<file path="src/rtl/fetch_unit_pkg.sv">
// fetch_unit_pkg -- shared definitions for the instruction fetch unit.
//   WORD_W           : instruction / address word width (16)
//   RESET_IP_DEFAULT : default instruction pointer after reset
//   state_t          : fetch FSM encoding. ST_FAULT exists only when the
//                      FETCH_TIMEOUT_EN macro is defined.
package fetch_unit_pkg;

  localparam int WORD_W = 16;

  localparam logic [WORD_W-1:0] RESET_IP_DEFAULT = 16'h0000;

  typedef enum logic [1:0] {
    ST_REQ   = 2'd0,
    ST_VALID = 2'd1,
    ST_HALT  = 2'd2
`ifdef FETCH_TIMEOUT_EN
    ,
    ST_FAULT = 2'd3
`endif
  } state_t;

endpackage

</file>
<file path="src/rtl/fetch_unit.sv">
// fetch_unit -- single-issue instruction fetch stage.
//
// Requests the word at ip, holds it (instr/ip, instr_valid) until the execute
// stage signals advance, then either follows next_ip or, with halt_req, parks
// in a sticky HALT state. retired counts accepted advances (wraps silently).
//
// Handshake: in REQ, mem_req=1 and a cycle with mem_ack=1 delivers mem_rdata.
// In VALID, instr_valid=1 and a cycle with advance=1 consumes the held word.
// mem_ack is ignored outside REQ; advance/halt_req are ignored outside VALID.
//
// Configuration macro: FETCH_TIMEOUT_EN
//   defined   : a REQ that waits TIMEOUT_CYCLES ack-less cycles and still
//               gets no ack enters a sticky FAULT state (fault=1).
//   undefined : REQ waits forever; fault is constant 0.
//
// Ports
//   clk, rst            clock, async active-high reset
//   mem_req, mem_addr   instruction memory request / address (= ip)
//   mem_ack, mem_rdata  memory response
//   ip, instr           held instruction address / word
//   instr_valid         instr/ip are stable and consumable
//   advance, next_ip    execute stage done, next instruction address
//   halt_req            stop after the current instruction
//   halted, retired     HALT indicator, accepted-advance count
//   fault               memory timeout indicator
module fetch_unit
  import fetch_unit_pkg::*;
#(
  parameter logic [WORD_W-1:0] RESET_IP       = RESET_IP_DEFAULT,
  parameter int                TIMEOUT_CYCLES = 255
) (
  input  logic              clk,
  input  logic              rst,
  output logic              mem_req,
  output logic [WORD_W-1:0] mem_addr,
  input  logic              mem_ack,
  input  logic [WORD_W-1:0] mem_rdata,
  output logic [WORD_W-1:0] ip,
  output logic [WORD_W-1:0] instr,
  output logic              instr_valid,
  input  logic              advance,
  input  logic [WORD_W-1:0] next_ip,
  input  logic              halt_req,
  output logic              halted,
  output logic [WORD_W-1:0] retired,
  output logic              fault
);

  state_t state;

  // The address bus is the instruction pointer itself.
  assign mem_addr = ip;

`ifdef FETCH_TIMEOUT_EN
  localparam logic [WORD_W-1:0] TIMEOUT_LIM = WORD_W'(TIMEOUT_CYCLES);
  logic [WORD_W-1:0] wait_cnt;
`else
  // The limit has no meaning without the timeout; it is folded into a term
  // that is always zero so fault stays a constant.
  localparam logic TIMEOUT_SEEN = (TIMEOUT_CYCLES > 0);
  assign fault = 1'b0 & TIMEOUT_SEEN;
`endif

  // Status outputs are registered alongside the state so they change on the
  // same edge as the state they describe.
  always_ff @(posedge clk or posedge rst) begin
    if (rst) begin
      state       <= ST_REQ;
      ip          <= RESET_IP;
      instr       <= '0;
      retired     <= '0;
      mem_req     <= 1'b1;
      instr_valid <= 1'b0;
      halted      <= 1'b0;
`ifdef FETCH_TIMEOUT_EN
      fault       <= 1'b0;
      wait_cnt    <= '0;
`endif
    end else begin
      case (state)
        ST_REQ: begin
          if (mem_ack) begin
            instr       <= mem_rdata;
            state       <= ST_VALID;
            mem_req     <= 1'b0;
            instr_valid <= 1'b1;
          end
`ifdef FETCH_TIMEOUT_EN
          // The counter holds the number of ack-less cycles already seen;
          // one more miss once it has reached the limit is a timeout.
          else if (wait_cnt == TIMEOUT_LIM) begin
            state   <= ST_FAULT;
            mem_req <= 1'b0;
            fault   <= 1'b1;
          end else begin
            wait_cnt <= wait_cnt + 1'b1;
          end
`endif
        end

        ST_VALID: begin
          if (advance) begin
            retired     <= retired + 1'b1;
            instr_valid <= 1'b0;
            if (halt_req) begin
              // ip stays on the last executed instruction.
              state  <= ST_HALT;
              halted <= 1'b1;
            end else begin
              ip      <= next_ip;
              state   <= ST_REQ;
              mem_req <= 1'b1;
`ifdef FETCH_TIMEOUT_EN
              wait_cnt <= '0;
`endif
            end
          end
        end

        ST_HALT: begin
          state <= ST_HALT;
        end

`ifdef FETCH_TIMEOUT_EN
        ST_FAULT: begin
          state <= ST_FAULT;
        end
`endif

        default: begin
          state <= ST_REQ;
        end
      endcase
    end
  end

endmodule

</file>
<file path="config.mk">
export PLATFORM = sky130hd
export DESIGN_NAME = fetch_unit
export DESIGN_NICKNAME = d
export VERILOG_FILES = /design/src/rtl/fetch_unit_pkg.sv /design/src/rtl/fetch_unit.sv
export SDC_FILE = /design/constraint.sdc
export NUM_CORES = 1
export LEC_CHECK = 0
export CAP_MARGIN = 20
export CORE_ASPECT_RATIO = 2
export CORE_MARGIN = 4
export CORE_UTILIZATION = 40
export DETAILED_ROUTE_END_ITERATION = 8
export PLACE_DENSITY_LB_ADDON = 0.15
export SLEW_MARGIN = 20
export SYNTH_ARGS = -nofsm -noshare
export SYNTH_HDL_FRONTEND = slang
export SYNTH_SLANG_ARGS = --single-unit
</file>
<file path="constraint.sdc">
create_clock -name clk -period 2 [get_ports clk]
set_input_delay 0.6 -clock clk [delete_from_list [all_inputs] [get_ports clk]]
set_output_delay 0.6 -clock clk [all_outputs]
set_load 0.01 [all_outputs]
</file>
== After elaboration in Yosys (flattened, before gate mapping) ==
Cells that the tools add are included.

* Logic and storage cells: 34
* Memories: 0
* Register bits: 53
* Bits in writable memories: 0
* Bits in read-only memories: 0
* Input port bits: 37
* Latch bits: 0
* Output and inout bits: 68

* Shift-type cells: 0
* Divide/modulo/power cells: 0
* $add $sub $neg: 1
* Bitwise logic cells: 1
* Muxes and demuxes: 11
* Reductions and logical operators: 9
* Multiply operators: 0
* Order comparisons: 0
* Equality and inequality tests: 5

{| class="wikitable"
|+ Operator list
! operator !! count
|-
| $add A16 B1 Y16 const B || 1
|-
| $reduce_and A3 Y1 || 3
|-
| $mux W2 || 3
|-
| $ne A2 B2 Y1 const B || 3
|-
| $pmux W2 S3 || 1
|-
| $reduce_and A2 Y1 || 3
|-
| $mux W1 || 5
|-
| $pmux W1 S2 || 2
|-
| $reduce_and A4 Y1 || 1
|-
| $eq A2 B1 Y1 const B || 1
|-
| $eq A2 B2 Y1 const B || 1
|-
| $logic_not A2 Y1 || 1
|-
| $reduce_bool A2 Y1 || 1
|-
| $not A1 Y1 || 1
|}

== Logic depth before layout (Yosys ltp) ==
Gate-level depths: netlist (run 1).

* Word-level depth: 3
* Gate-level depth with buffers: 6
* Depth with buffers taken out: 5

== Least setup slack after synthesis (run 1) ==
Ideal clock, no wire load.

* Kind: in2reg
* Start: in mem_ack
* End: reg instr[0]
* Library setup time: 0.125 ns
* Data required time: 1.875 ns
* Path slack: 0.240 ns
* Stages: 4
* Data arrival time: 1.635 ns
* Path buffers: 1
* Cell sequence: nand2_1 nor2_1 buf_2 mux2_2

* Word-level cells in the longest chain between the ends: 1

{| class="wikitable"
|+ RTL lines
! what !! line !! source
|-
| start: declaration || fetch_unit.sv:36 || <nowiki>input logic mem_ack,</nowiki>
|-
| $reduce_and A2 Y1 (no line) || -- ||
|-
| end signal: assignment || fetch_unit.sv:83 || <nowiki>instr <= mem_rdata;</nowiki>
|-
| end: declaration || fetch_unit.sv:39 || <nowiki>output logic [WORD_W-1:0] instr,</nowiki>
|}

Every way passes these cells.
A chain may end at the register's enable or synchronous reset.

== Worst setup path after layout (run 1) ==
* Start: reg retired[4]
* End: out retired[4]

{| class="wikitable"
|+ RTL lines
! what !! line !! source
|-
| start: declaration || fetch_unit.sv:45 || <nowiki>output logic [WORD_W-1:0] retired,</nowiki>
|-
| start signal: assignment || fetch_unit.sv:103 || <nowiki>retired <= retired + 1'b1;</nowiki>
|}

No word-level cell between the ends.

==> impl_results.md, run 1 <==
* Global-route wire length before repair at 7.596 mm
* Final Core Density at 0.6293
* GPL Wtd Cong at 0.7452
* Drt drc at 0
* Vias/cell at 4.780
* Clock insertion delay at the later pin of the skew report at 300 ps
* Register area share after synthesis at 0.5904
* TritonRoute pass-1 iters at 3
* Post-Syn Instances at 169
* Most numerous cell in the Yosys netlist: dfrtp_1
* Max Freq at 521.3 MHz
* Post-CTS Setup Repair Bufs at 0
* Leak Pwr at 0.001503 uW
* Core Area at 5420 um^2
* Peak supply drop at 1021 uV
* Pwr dens at 1353 nW/um^2
* CTS root buffer: clkbuf_8
* Synthesized Nets at 207
* Internal cell power at 3231 uW
* Cell variety after synth at 28
* Mapped Area at 2248 um^2
* GRT Residual Overflow at 0
* R2r endpoint: retired[14]
* Routed wire per std cell at 14.14 um
* Final nets at 304
* Hold WC Path Type: flip-flop to flip-flop
* Share of cells above drive strength 1 at 0.2060
* Unrepaired setup endpoints after global routing: false
* Die Y at 114.0 um
* Cell taking the most area after synthesis: dfrtp_1
* Yosys warning total at 0
* Number of global-route vias before repair at 1701
* Synth area leaders: dfrtp_1, mux2_2, buf_4, xnor2_1, nand2_1
* DRT iter0 DRCs at 32
* Hold_sp: mem_req
* Filler Cells Inserted at 478
* Antenna cells at 0
* WS Path Type: flip-flop to output port
* Min Tclk post-route at 1918 ps
* Worst EP arrival at 1320 ps
* Top cell type's share of synthesized area at 0.5787
* Critical Path Slowest Stage Cell: clkdlybuf4s50_1
* Final ANT Viol Nets at 0
* Routed wire length at 4.624 mm
* Num CTS Buffers at 5
* CTS Sinks at 53
* Sw Ratio at 0.2999
* Clock Path Buffers at 2
* Reg2reg path depth at 5
* Delay-heaviest family, CP: buffers and inverters
* Final setup violation count at 0
* Clock-pin slew on the worst setup and hold paths at 90 ps
* Final Max Slew Viols at 0
* Switch Pwr at 1384 uW
* Total power at 4615 uW
* Final Hold Viols at 0
* Final Instance Area at 3411 um^2
* Area delta synth->final at 51.70%
* TritonCTS clock tree: yes
* Final WS setup at 81.67 ps
* Part of the cycle the worst path needs at 0.9592
* Top_reg_cell synth: dfrtp_1
* # port buffers at 103
* CP Launch Type: flip-flop
* Hold depth at 2
* Endpoint class of the critical path: output port
* Post-synth EDFFs at 0
* Clock skew at 5.675 ps
* Worst R2R Start: retired[0]
* Worst Path Max Fanout at 6
* H-tree depth at 2
* CP bufs+invs at 1
* Die area at 6958 um^2
* Top post-synthesis cells by count: dfrtp_1, mux2_2, buf_4, nand2_1, xnor2_1
* # resized after CTS at 0
* Cell Chain, Critical Path: clkdlybuf4s50_1
* Boundary pin count at 105
* Largest net degree at the start of global routing at 54
* Hold_buf cts at 0
* GRT Total Usage at 0.1435
* Horiz. Die Dim at 61.02 um
* Initial antenna violation count at 0
* Placed cell areas at 3302 um^2
* Crit-path max cell delay at 580 ps
* Post-synthesis area per instance at 13.30 um^2
* Logic gate share of total power at 0.473
* Worst hold margin at 464.4 ps
* Clock Power Share at 0.139
* Worst reg-to-reg setup slack at 290 ps
* CP required at 1400 ps
* Maximum Capacitance Violations at 0
* Num rows at 38
* HPWL Detailed at 3.529 mm
* Place WS at -303.4 ps
* Outcome: complete, no violations
* Via Count at 1563
* Synth Register Bits at 53
* Post-synth ARST share at 1.000
* Sequential Power Share at 0.388
* Starting density of the core at 0.4148
* Hold EP: mem_req
## cells in the final DEF (no fill, tap or decap)
| cell | Yosys | layout |
|---|---|---|
| clkdlybuf4s50_1 | 0 | 100 |
| dfrtp_1 | 52 | 52 |
| mux2_2 | 32 | 32 |
| nand2_1 | 13 | 13 |
| xnor2_1 | 9 | 9 |
| clkbuf_8 | 0 | 7 |
| nor2_1 | 5 | 5 |
| xor2_1 | 5 | 5 |
| buf_4 | 18 | 5 |
| nand3_1 | 4 | 4 |
| inv_1 | 4 | 3 |
| nor3_1 | 3 | 3 |
| dlymetal6s2s_1 | 0 | 3 |
| buf_12 | 0 | 3 |
| and3_1 | 2 | 2 |
| nand4_1 | 2 | 2 |
| and4_1 | 2 | 2 |
| o21ai_0 | 2 | 2 |
| nand3b_4 | 1 | 1 |
| nor2_2 | 1 | 1 |
| mux2i_1 | 1 | 1 |
| and3b_1 | 1 | 1 |
| or2_4 | 1 | 1 |
| nor2b_1 | 1 | 1 |
| or4_4 | 1 | 1 |
| xnor2_2 | 1 | 1 |
| inv_2 | 0 | 1 |
| nand2b_1 | 1 | 1 |
| a21o_1 | 1 | 1 |
| ha_1 | 1 | 1 |
| conb_1 | 1 | 1 |
| clkinv_2 | 0 | 1 |
| dfstp_2 | 1 | 1 |
## power by group through the flow
stage / logic (uW) / registers, uW / clock network [uW]
after detailed placement: 2220 / 1820 / 0
after CTS: 2230 / 1810 / 671
after floorplan: 923 / 1960 / 0
after global placement: 2200 / 1800 / 0
after global routing: 2360 / 1870 / 709
final: 2180 / 1790 / 642
## cell families (layout without fill, tap and decap cells)
kind of cell               after synthesis  count (layout)  synth area share
AOI/OAI and AO/OA                        3               3          0.007792
DFF                                     53              53            0.5904
muxes                                   33              33            0.1647
other                                    1               1          0.001668
and+or+nand+nor                         38              38           0.09461
buffers and inverters                   25             123           0.07345
adders and majority gates                1               1          0.005564
xor gates and xnor gates                15              15           0.06177
## layer usage
metal  GRT usage  wire length (um)  vias up
li1            -                 -      736
met4     0.04776                85        0
met2      0.2509              2408       76
met5           0                 0        -
met3     0.05776               525        8
met1      0.1498              1605      743
## sequential cells by signal, indices dropped and copies added, names as in the netlist
| register | cells |
|---|---|
| state | 2 |
| instr | 16 |
| mem_req | 1 |
| retired | 16 |
| ip | 16 |
| instr_valid | 1 |
| halted | 1 |
## worst max path at each step
stage / startpoint / to / slack (ps) / depth (start not counted)
after global routing: retired[4] / retired[4] / 20 / 1
after CTS: mem_req / mem_req / 8 / 1
after floorplan: rst / halted / 120 / 1
after detailed placement: advance / retired[14] / -300 / 5
after global placement: advance / retired[14] / -290 / 5
final: retired[4] / retired[4] / 80 / 1
## final cells by class
class,count,area (um^2),share of cell area
Timing Repair Buffer,111,1136,0.3331
Clock buffer,7,96.34,0.02825
Tap cell,60,75.07,0.02201
Clock inverter,1,5.005,0.001467
Sequential cell,53,1328,0.3892
Multi-Input combinational cell,91,755.7,0.2216
Inverter,4,15.01,0.004402
## worst register-to-register path, cell delays in order, from the launching register on
cell	delay (ps)
dfrtp_1	410
ha_1	180
nand3_1	110
or2_4	250
or4_4	520
xnor2_2	140
## metrics by stage
step | cells | TNS (ps)
2_1_floorplan | 169 | 0
3_3_place_gp | 319 | -3760
3_5_place_dp | 319 | -4193
4_1_cts | 327 | 0
5_1_grt | 327 | 0
6_report | 327 | 0
(Power assumes the default switching activity.)
==> run 2, diff against run 1 <==
--- a/config.mk
+++ b/config.mk
@@ -9,6 +9,7 @@
 export CORE_ASPECT_RATIO = 2
 export CORE_MARGIN = 4
 export CORE_UTILIZATION = 40
+export CTS_CLUSTER_SIZE = 28
 export DETAILED_ROUTE_END_ITERATION = 8
 export PLACE_DENSITY_LB_ADDON = 0.15
 export SLEW_MARGIN = 20
==> constraint.sdc (replaced) <==
create_clock -name clk -period 2 [get_ports clk]
set_input_delay 0.2 -clock clk [delete_from_list [all_inputs] [get_ports clk]]
set_output_delay 0.2 -clock clk [all_outputs]
set_load 0.01 [all_outputs]
==> run 2 against run 1 <==
- critical path type is now flip-flop to flip-flop
- clock power rose by 29%
- global-route usage fell by 0.16 points
- highest routed layer unchanged
- non-clock buffer count fell by 1
- wire length rose by 0.67%
- maximum frequency rose by 11%
- largest cell class unchanged
- combinational power barely moved
- cell area rose by 0.15%
- power rose by 3.9%
- core utilization rose by 0.092 points
- clock skew rose by 3.8 ps
==> impl_results.md, run 2 (synthesis gave the netlist of run 1 again) <==
* Unrepaired setup endpoints after global routing: false
* Most common cell after layout, fill and taps aside: clkdlybuf4s50_1
* Final Max Slew Viols at 0 (unchanged)
* TritonRoute pass-1 iters at 4 (+1)
* Final nets at 303 (-0.33%)
* Peak supply drop at 991.5 uV (-2.9%)
* Via Count at 1573 (+0.64%)
* Final Hold Viols at 0 (unchanged)
* GPL Wtd Cong at 0.7331 (-1.6%)
* Place WS at 86.63 ps (+390.0 ps)
* Final ANT Viol Nets at 0 (unchanged)
* Num CTS Buffers at 5 (unchanged)
* Drt drc at 0 (unchanged)
* Endpoint class of the critical path: flip-flop
* Largest net degree at the start of global routing at 33 (-39%)
* Num rows at 38 (unchanged)
* Leak Pwr at 0.001474 uW (-1.9%)
* WS Path Type: flip-flop to flip-flop
* Clock insertion delay at the later pin of the skew report at 300 ps (about the same)
* Pwr dens at 1404 nW/um^2 (+3.8%)
* Cell Chain, Critical Path: ha_1 -> nand3_1 -> or2_4 -> or4_4 -> xnor2_2
* Filler Cells Inserted at 456 (-4.6%)
* Starting density of the core at 0.4148 (unchanged)
* Maximum Capacitance Violations at 0 (unchanged)
* Area delta synth->final at 51.92%
* Horiz. Die Dim at 61.02 um (unchanged)
* H-tree depth at 2 (unchanged)
* Worst R2R Start: retired[0]
* HPWL Detailed at 3.716 mm (+5.3%)
* Sequential Power Share at 0.374 (-0.014)
* DRT iter0 DRCs at 16 (-50%)
* Switch Pwr at 1393 uW (+0.65%)
* Hold_buf cts at 0 (unchanged)
* Final setup TNS at 0 ps (unchanged)
* Clock-pin slew on the worst setup and hold paths at 90 ps (about the same)
* Final setup violation count at 0 (unchanged)
* Die area at 6958 um^2 (unchanged)
* Hold WC Path Type: input port to asynchronous set/reset pin
* Logic gate share of total power at 0.453 (-0.020)
* Die Y at 114.0 um (unchanged)
* Worst EP arrival at 1920 ps (+600 ps)
* Critical Path Slowest Stage Cell: or4_4
* CTS Sinks at 53 (unchanged)
* Clock Power Share at 0.173 (+0.034)
* Core Area at 5420 um^2 (unchanged)
* Worst Path Max Fanout at 4 (-2)
* Outcome: complete, no violations
* Internal cell power at 3403 uW (+5.3%)
* Slew HR at 0.6662
* Antenna cells at 0 (unchanged)
* Routed wire per std cell at 14.28 um (+0.98%)
* Max Freq at 577.1 MHz (+11%)
* Boundary pin count at 105 (unchanged)
* Min Tclk post-route at 1733 ps (-185.5 ps)
* Final WS setup at 267.2 ps (+185.5 ps)
* # port buffers at 103 (unchanged)
* Routed wire length at 4.655 mm (+0.67%)
* Global-route wire length before repair at 7.569 mm (-0.36%)
* Vias/cell at 4.825 (+0.95%)
* CTS root buffer: clkbuf_8
* TritonCTS clock tree: yes
* CP bufs+invs at 0 (-1)
* Part of the cycle the worst path needs at 0.8664 (-0.09275)
* Worst Max-Slew Pin Slew at 500.0 ps
* GRT Residual Overflow at 0 (unchanged)
* # resized after CTS at 0 (unchanged)
* Clock skew at 9.444 ps (+3.770 ps)
* GRT Total Usage at 0.1419 (-0.001603)
* CP Launch Point: retired[0]
* Crit-path max cell delay at 520 ps (-60 ps)
* CP Launch Type: flip-flop
* Initial antenna violation count at 0 (unchanged)
* Post-CTS Setup Repair Bufs at 0 (unchanged)
* Biggest regs: instr: 16 flops, ip: 16 flops, retired: 16 flops
* Delay-heaviest family, CP: simple AND/OR/NAND/NOR gates
* Sw Ratio at 0.2904 (-0.009441)
* Highest-count cells in the layout ignoring fill and taps: clkdlybuf4s50_1, dfrtp_1, mux2_2
* Share of cells above drive strength 1 at 0.2030 (-0.002985)
* Number of global-route vias before repair at 1677 (-1.4%)
* Clock Path Buffers at 2 (unchanged)
* CP required at 2190 ps (+790 ps)
-- run 2: per-layer routing --
layer	part of all wire	global-route usage	vias up
met3	0.11	0.06342	5
li1	-	-	736
met2	0.54	0.2552	72
met5	0	0	-
met4	0.012	0.03907	0
met1	0.33	0.1409	760
-- run 2: per-stage QoR --
step | std cells | power, uW | hold WS, ps | cell area, um^2 | utilization
after global routing | 326 | 5116 | 269.7 | 3416 | 0.6302
after floorplan | 169 | 2885 | 330.7 | 2248 | -
after CTS | 326 | 4889 | 251.3 | 3416 | 0.6302
after global placement | 318 | 3984 | 451.1 | 3282 | 0.6055
final | 326 | 4796 | 242.5 | 3416 | 0.6302
after detailed placement | 318 | 4033 | 462.2 | 3282 | 0.6055
-- run 2: power by group through the flow --
stage	Sequential (uW)	Clock [uW]	Combinational, uW
floorplan	1960	0	923
global placement	1800	0	2180
detailed placement	1830	0	2210
CTS	1810	863	2220
global route	1870	906	2340
finish	1790	830	2170
-- run 2: worst paths after layout --
check / endpoint / slack (ps) / depth (start not counted)
setup / recovery: retired[14] / 270 / 5
hold / removal: ip[10] / 240 / 2
setup reg to reg: retired[14] / 270 / 5
hold reg to reg: mem_req / 470 / 2
max in group asynchronous: instr[12] / 1230 / 3
min in group clk: mem_req / 470 / 2
-- run 2: cell type report --
cell class              instances  area [um^2]  area share
flip-flops and latches         53         1328      0.3886
repair buffers                110         1109      0.3245
multi-input cells              91        755.7      0.2212
well taps                      60        75.07     0.02198
clock buffers                   5        68.82     0.02015
clock inverters                 3        65.06     0.01905
inverters                       4        15.01    0.004396
